### src/rtl/l2_arbiter.sv
// Shares one L2 line port between the I-cache and D-cache: one-cycle grant, command held until mem_resp, resp routed back combinationally.
// Contention is fixed-priority to D by default; define L2_ARB_ROUND_ROBIN_EN for alternating grants.
module l2_arbiter #(
  parameter int ADDR_W = 32,
  parameter int LINE_W = 256,
  parameter int BE_W   = 32
) (
  input  logic              clk,
  input  logic              rst,
  input  logic              i_read,
  input  logic [ADDR_W-1:0] i_address,
  output logic [LINE_W-1:0] i_rdata,
  output logic              i_resp,
  input  logic              d_read,
  input  logic              d_write,
  input  logic [ADDR_W-1:0] d_address,
  input  logic [LINE_W-1:0] d_wdata,
  input  logic [BE_W-1:0]   d_byte_enable,
  output logic [LINE_W-1:0] d_rdata,
  output logic              d_resp,
  output logic [ADDR_W-1:0] mem_address,
  output logic [LINE_W-1:0] mem_wdata,
  output logic [BE_W-1:0]   mem_byte_enable,
  output logic              mem_read,
  output logic              mem_write,
  input  logic [LINE_W-1:0] mem_rdata,
  input  logic              mem_resp
);

  typedef enum logic [1:0] {IDLE, SERVE_I, SERVE_D} state_e;

  state_e            state_q;
  logic [ADDR_W-1:0] addr_q;
  logic [LINE_W-1:0] wdata_q;
  logic [BE_W-1:0]   be_q;
  logic              read_q;
  logic              write_q;
  logic              d_req;
  logic              grant_d;

  assign d_req = d_read | d_write;

`ifdef L2_ARB_ROUND_ROBIN_EN
  // 0 = I-cache was granted last, 1 = D-cache.
  logic last_grant_q;
  assign grant_d = d_req & (~i_read | ~last_grant_q);
`else
  assign grant_d = d_req;
`endif

  always_ff @(posedge clk) begin
    if (rst) begin
      state_q <= IDLE;
      addr_q  <= '0;
      wdata_q <= '0;
      be_q    <= '0;
      read_q  <= 1'b0;
      write_q <= 1'b0;
`ifdef L2_ARB_ROUND_ROBIN_EN
      last_grant_q <= 1'b0;
`endif
    end else begin
      case (state_q)
        IDLE: begin
          if (grant_d) begin
            // Read+write together is illegal; the write wins.
            addr_q  <= d_address;
            wdata_q <= d_wdata;
            be_q    <= d_byte_enable;
            write_q <= d_write;
            read_q  <= ~d_write;
            state_q <= SERVE_D;
`ifdef L2_ARB_ROUND_ROBIN_EN
            last_grant_q <= 1'b1;
`endif
          end else if (i_read) begin
            addr_q  <= i_address;
            wdata_q <= '0;
            be_q    <= '1;
            write_q <= 1'b0;
            read_q  <= 1'b1;
            state_q <= SERVE_I;
`ifdef L2_ARB_ROUND_ROBIN_EN
            last_grant_q <= 1'b0;
`endif
          end
        end
        SERVE_I, SERVE_D: begin
          if (mem_resp) begin
            read_q  <= 1'b0;
            write_q <= 1'b0;
            state_q <= IDLE;
          end
        end
        default: state_q <= IDLE;
      endcase
    end
  end

  assign mem_address     = addr_q;
  assign mem_wdata       = wdata_q;
  assign mem_byte_enable = be_q;
  assign mem_read        = read_q;
  assign mem_write       = write_q;

  assign i_rdata = mem_rdata;
  assign d_rdata = mem_rdata;
  assign i_resp  = (state_q == SERVE_I) & mem_resp;
  assign d_resp  = (state_q == SERVE_D) & mem_resp;

endmodule

### config.mk
export PLATFORM = sky130hd
export DESIGN_NAME = l2_arbiter
export DESIGN_NICKNAME = d
export VERILOG_FILES = /design/src/rtl/l2_arbiter.sv
export SDC_FILE = /design/constraint.sdc
export NUM_CORES = 1
export LEC_CHECK = 0
export ABC_CLOCK_PERIOD_IN_PS = 2100
export CAP_MARGIN = 10
export CORE_AREA = 2 2 569 571
export DETAILED_ROUTE_END_ITERATION = 10
export DIE_AREA = 0 0 571 573
export GPL_ROUTABILITY_DRIVEN = 0
export GPL_TIMING_DRIVEN = 0
export PLACE_DENSITY_LB_ADDON = 0.25
export SYNTH_ARGS = -nofsm -noshare
export SYNTH_HDL_FRONTEND = slang
export SYNTH_SLANG_ARGS = --single-unit
export TNS_END_PERCENT = 20
### constraint.sdc
create_clock -name clk -period 2.1 [get_ports clk]
set_clock_uncertainty 0.1 [all_clocks]
set_input_delay 0.63 -clock clk [delete_from_list [all_inputs] [get_ports clk]]
set_output_delay 0.63 -clock clk [all_outputs]
set_load 0.02 [all_outputs]
==> flow_summary.json, run 1 <==
{
  "post_drt_wl_per_cell_um": 23.2,
  "cts_max_path_buffers": 3,
  "status": "finished with violations",
  "critical_path.top_delay_family": "buffers and inverters",
  "path_clk_slew_ps": 60,
  "worstSkewPairLatency_ps": 700,
  "hold_depth": 3,
  "grt_pass1_wl_um": 197000,
  "cp-end-kind": "primary output",
  "postRouteAntennaNets": 0,
  "hold_class": "in -> reg",
  "ctsHtreeMaxLevel": 2,
  "cts_tree": "done",
  "drc": 0,
  "syn_area_um2": 14500,
  "grt_pass1_vias": 16000,
  "final_max_slew_viol_count": 0,
  "synth_top_area_share_pct": 44.8,
  "maxSlewHeadroom_pct": 35.4,
  "core_area_um2": 320000,
  "holdPathEnd": "mem_address[8]",
  "cp-start-kind": "input pin",
  "io_pins": 1450,
  "synth-edff-count": 0,
  "hold_buffers": 0,
  "fin_crit_ps": 2340,
  "final.fill_count": 37000,
  "fmax_mhz": 427,
  "slowest_stage": "clkdlybuf4s50_1",
  "dieWidth_um": 571,
  "postSynthAreaPerCell_um2": 10.1,
  "finalCritPeriodShare_pct": 112,
  "grt_usage_pct": 9.57,
  "crit_type": "in -> out",
  "die-area_um2": 327000,
  "rows": 208,
  "synthToLayoutAreaGrowth_pct": 132,
  "drtIter0Drc": 599,
  "max_stage_delay_ps": 600,
  "cap_violations": 0,
  "hold_violations": 0,
  "async_flop_share_pct": 0,
  "finalPower_mw": 25.0,
  "rsz0062_at_grt": "true",
  "irDropWorstVdd_mv": 0.620,
  "violations": "negative setup slack",
  "synth_ff_type": "dfxtp_1",
  "ff2ff_setup_slack_ps": 120,
  "drive_above_1_share_pct": 40.7,
  "cts.sinks": 324,
  "avgViaCountPerCell": 2.20,
  "grt_max_degree": 15,
  "fin_ws_ps": -244,
  "worstHoldStart": "d_read",
  "cp.depth": 3,
  "ys_seq_area_share_pct": 44.8,
  "multi_input_area_um2": 3570,
  "critPathArrivalTime_ps": 1610,
  "chipHeight_um": 573,
  "antenna_found_initial": 74,
  "cts-root-buf": "clkbuf_16",
  "synth_most_common_cell": "buf_4",
  "syn_inst": 1435,
  "cp_cell_sequence": "clkdlybuf4s50_1 > and2_4 > buf_12",
  "synth_area_leaders": "dfxtp_1 (45%), buf_4 (27%), a22o_1 (15%), nor2_1 (2.5%), buf_6 (2.1%)",
  "synth-seq-cells": 324,
  "syn_nets": 2052,
  "rr_worst_depth": 9,
  "synthTopCellsByCount": "buf_4 (518), dfxtp_1 (324), a22o_1 (256)",
  "yosysUniqueCellTypes": 25,
  "path_buf_inv": 2,
  "start_util_pct": 4.52,
  "numCtsBuffers": 48,
  "grt_overflow": 0,
  "setup_violations": 2,
  "finish.net_count": 3302,
  "worst_slew_pin_slew_ps": 969,
  "dp_hpwl_um": 149000,
  "p_leak_nw": 13.0,
  "synth_top_area_cell": "dfxtp_1",
  "first_pass_iters": 4,
  "place_inst": 6932,
  "wirelength_um": 164000,
  "ys_warn_count": 0,
  "portBuffers": 1191,
  "regArea_um2": 6640,
  "worstPathRequired_ps": 1370,
  "r2r_start": "state_q[0]",
  "r2r_end": "mem_wdata[181]",
  "power.density_nw_per_um2": 745,
  "critPathMaxFanout": 5,
  "final_cells": 7047,
  "vias": 15500
}
layer usage:
metal | part of all wire [%] | global-route usage (%) | wire length [um] | up-vias
met5 | 0.031 | 0 | 51 | -
met2 | 45 | 15.8 | 74400 | 1091
met4 | 2.7 | 2.34 | 4450 | 6
met3 | 15 | 6.16 | 25200 | 216
met1 | 36 | 10.0 | 59600 | 7142
li1 | - | - | - | 7038
cell type report:
type	instances	share of cell area [%]
Timing Repair Buffer	1201	34.8
Sequential cell	324	19.8
Tap cell	4305	16.1
Buffer	600	13.5
Multi-Input combinational cell	507	10.7
Clock buffer	66	4.12
Clock inverter	22	0.844
Antenna cell	19	0.142
Inverter	3	0.0486
layout by cell type, fill, tap and decap left out, types with 4 or more instances in the layout:
cell             instances
a21oi_1                  4
a22o_1                 256
a311oi_1                32
buf_12                  48
buf_2                   29
buf_4                  590
buf_6                   74
buf_8                   15
clkbuf_1                23
clkbuf_16               48
clkbuf_2               146
clkbuf_4                30
clkbuf_8                11
clkdlybuf4s15_2         12
clkdlybuf4s50_1        834
clkinv_2                 5
dfxtp_1                251
dfxtp_2                 48
dfxtp_4                 25
diode_2                 19
dlymetal6s2s_1           6
nand2_1                 32
nor2_1                  97
nor3_1                  33
o21ai_0                 35
state kept, by name, indices dropped and copies added (netlist names):
register and count:
mem_wdata 256, mem_address 32, mem_byte_enable 32, state_q 2, mem_read 1, mem_write 1
per-stage QoR:
stage          hold WS (ps)  utilization, %  instance area (um2)  worst slack [ps]  setup TNS (ps)
6_report                280            10.5                33500              -244            -432
2_1_floorplan           366               -                14500               243               0
5_1_grt                 248            10.4                33500              -309           -1120
3_3_place_gp            355            9.92                31800             -2020         -536000
4_1_cts                 160            10.6                34000              -329          -66990
3_5_place_dp            353            9.92                31800             -1350         -367330
worst max path at each step:
stage | startpoint | to
3_5_place_dp | d_write | mem_wdata[179]
2_1_floorplan | d_read | mem_wdata[100]
4_1_cts | state_q[0] | d_resp
3_3_place_gp | d_write | mem_wdata[106]
5_1_grt | state_q[0] | d_resp
6_report | mem_resp | i_resp
kinds of logic (layout without fill, tap and decap cells):
logic type | Yosys count | count (layout) | share of synthesized area [%]
other | 0 | 19 | 0
DFF | 324 | 324 | 44.8
AOI/OAI and AO/OA | 330 | 330 | 19.0
buffers and inverters | 604 | 1892 | 30.8
and+or+nand+nor | 173 | 173 | 5.07
muxes | 1 | 1 | 0.0692
adders and majority gates | 3 | 3 | 0.259
worst reg2reg max path: stages, from the launching register on:
cell and delay (ps):
dfxtp_4 370, inv_4 70, ha_4 170, o31a_1 160, buf_6 180, nor2_8 80, buf_12 150, buf_6 180
buf_6 190, a22o_1 190
power by group:
part | switching (mW) | internal [mW] | leakage (nW)
Sequential | 0.608 | 6.94 | 2.71
Clock | 3.69 | 5.03 | 0.810
Combinational | 4.74 | 3.96 | 9.50
Total | 9.03 | 15.9 | 13.0
repair_timing:
item                                    4_1_cts  5_1_grt
buffers inserted                              6        3
pin swaps                                     3        2
gates resized for setup                    1277      530
endpoints found under the setup margin      654      544
No activity file was read; power rests on OpenSTA's default activity.
==> run 2: changes to the inputs <==
--- a/config.mk
+++ b/config.mk
@@ -11,7 +11,6 @@
 export DETAILED_ROUTE_END_ITERATION = 10
 export DIE_AREA = 0 0 571 573
 export GPL_ROUTABILITY_DRIVEN = 0
-export GPL_TIMING_DRIVEN = 0
 export PLACE_DENSITY_LB_ADDON = 0.25
 export SYNTH_ARGS = -nofsm -noshare
 export SYNTH_HDL_FRONTEND = slang
==> run 2 against run 1 <==
The flow still finishes with violations (negative setup slack). Critical path depth rose by 1. Non-clock buffer count down 1048. Worst hold slack gained 89 ps. Via count fell by 23%. Die area did not move. Clock power down 1%. Critical path type is now reg -> out. Highest routed layer unchanged.
==> flow_summary.json, run 2 (synthesis results as in run 1) <==
{
  "vias": 11900,
  "p_leak_nw": 8.44,
  "finalPower_mw": 22.2,
  "io_pins": 1450,
  "cts_max_path_buffers": 3,
  "numCtsBuffers": 49,
  "ctsHtreeMaxLevel": 2,
  "worstPathRequired_ps": 1370,
  "violations": "negative setup slack",
  "grt_pass1_vias": 12100,
  "cp-end-kind": "primary output",
  "rows": 208,
  "finalCritPeriodShare_pct": 109,
  "pwr-share-seq_pct": 33.6,
  "hold_depth": 1,
  "final.fill_count": 37200,
  "hold_violations": 0,
  "grt_overflow": 0,
  "worstSkewPairLatency_ps": 640,
  "worst_slew_pin_slew_ps": 502,
  "cp_cell_sequence": "buf_6 > ha_4 > and2_4 > buf_12",
  "rsz0062_at_grt": "true",
  "cts.sinks": 324,
  "path_buf_inv": 2,
  "power_frac_comb_pct": 27.6,
  "dp_hpwl_um": 136000,
  "finish.net_count": 2255,
  "status": "finished with violations",
  "antenna_found_initial": 93,
  "synthToLayoutAreaGrowth_pct": 68.4,
  "fmax_mhz": 438,
  "portBuffers": 681,
  "multi_input_area_um2": 3590,
  "hold_class": "reg -> reg",
  "switching_share_pct": 35.5,
  "dieWidth_um": 571,
  "grt_usage_pct": 8.97,
  "cts-root-buf": "clkbuf_16",
  "mostFrequentLayoutCells": "clkdlybuf4s50_1 (353), dfxtp_1 (289), a22o_1 (256), buf_4 (163), buf_2 (115)",
  "fin_ws_ps": -185,
  "finalInstanceArea_um2": 24400,
  "cp-start-kind": "register",
  "power.density_nw_per_um2": 913,
  "critPathMaxFanout": 2,
  "drtIter0Drc": 428,
  "first_pass_iters": 5,
  "dpl_cell_area_um2": 23000,
  "slowest_stage": "dfxtp_2",
  "irDropWorstVdd_mv": 0.687,
  "p_int_mw": 14.4,
  "setup_violations": 2,
  "cap_violations": 0,
  "power.switching_mw": 7.88,
  "wirelength_um": 154000,
  "critPathArrivalTime_ps": 1550,
  "chipHeight_um": 573,
  "cp.depth": 4,
  "p_clk_share_pct": 38.8,
  "crit_type": "reg -> out",
  "cts_tree": "done",
  "drive_above_1_share_pct": 31.1,
  "final_common_cell": "clkdlybuf4s50_1",
  "core_area_um2": 320000,
  "postRouteAntennaNets": 0,
  "hold_buffers": 0,
  "maxSlewHeadroom_pct": 66.6,
  "grt_max_degree": 43,
  "grt_pass1_wl_um": 180000,
  "max_stage_delay_ps": 330,
  "critical_path.top_delay_family": "flip-flops",
  "final_max_slew_viol_count": 0,
  "die-area_um2": 327000,
  "post_drt_wl_per_cell_um": 25.7,
  "drc": 0,
  "fin_crit_ps": 2280,
  "path_clk_slew_ps": 50,
  "avgViaCountPerCell": 1.99,
  "largest_reg_flops": 256,
  "start_util_pct": 4.52,
  "regArea_um2": 6530,
  "rr_worst_depth": 10
}
[run 2: changes by cell type in the layout (fill, tap and decap cells not counted), moves of 9 or more]
cell             before  now
diode_2              19    3
buf_12               48   57
buf_8                15    0
buf_6                74   42
buf_2                29  115
dfxtp_2              48   34
clkbuf_4             30    1
clkdlybuf4s50_1     834  353
clkbuf_2            146    0
dfxtp_1             251  289
buf_4               590  163
dfxtp_4              25    1
[run 2: repair_timing]
item | in CTS | in global routing
setup endpoints to repair | 200 | 8
pin swaps | 2 | 0
gates resized for setup | 653 | 11
endpoints found under the hold margin | 0 | 0
setup buffers | 2 | 1
[run 2: final cells by class]
type | count | share of cell area, %
timing repair buffer | 753 | 29.6
sequential | 324 | 26.8
tap | 4305 | 22.1
multi-input combinational | 507 | 14.7
clock buffer | 69 | 5.55
clock inverter | 21 | 1.06
inverter | 3 | 0.0462
antenna | 3 | 0.0308
[run 2: metal layers]
layer / routed length, um / track usage, %
met1: 49100 / 8.12
met2: 65600 / 13.9
met3: 32100 / 8.50
met4: 6680 / 3.09
met5: 106 / 0.279
[run 2: power by group through the flow]
stage	clock, mW	sequential (mW)	combinational (mW)
final	8.63	7.47	6.14
after global routing	9.32	7.56	6.72
after CTS	9.18	7.49	6.45
after detailed placement	0	7.58	6.60
after global placement	0	7.58	6.61
after floorplan	0	8.26	2.81
[run 2: worst paths after layout]
kind | start | to | slack (ps)
worst max-delay path | state_q[0] | i_resp | -180
worst min register to register | mem_wdata[173] | mem_wdata[173] | 370
worst max register to register | state_q[0] | mem_wdata[208] | 50
worst min-delay path | mem_wdata[173] | mem_wdata[173] | 370
[run 2: stage by stage]
step	setup slack [ps]	setup TNS (ps)	std cells	hold WS (ps)	util, %
floorplan	243	0	1435	366	-
global placement	-524	-118050	5889	355	7.19
detailed placement	-504	-124680	5889	354	7.19
CTS	-269	-703	5981	315	7.60
global route	-265	-520	5982	364	7.60
finish	-185	-368	5985	370	7.60
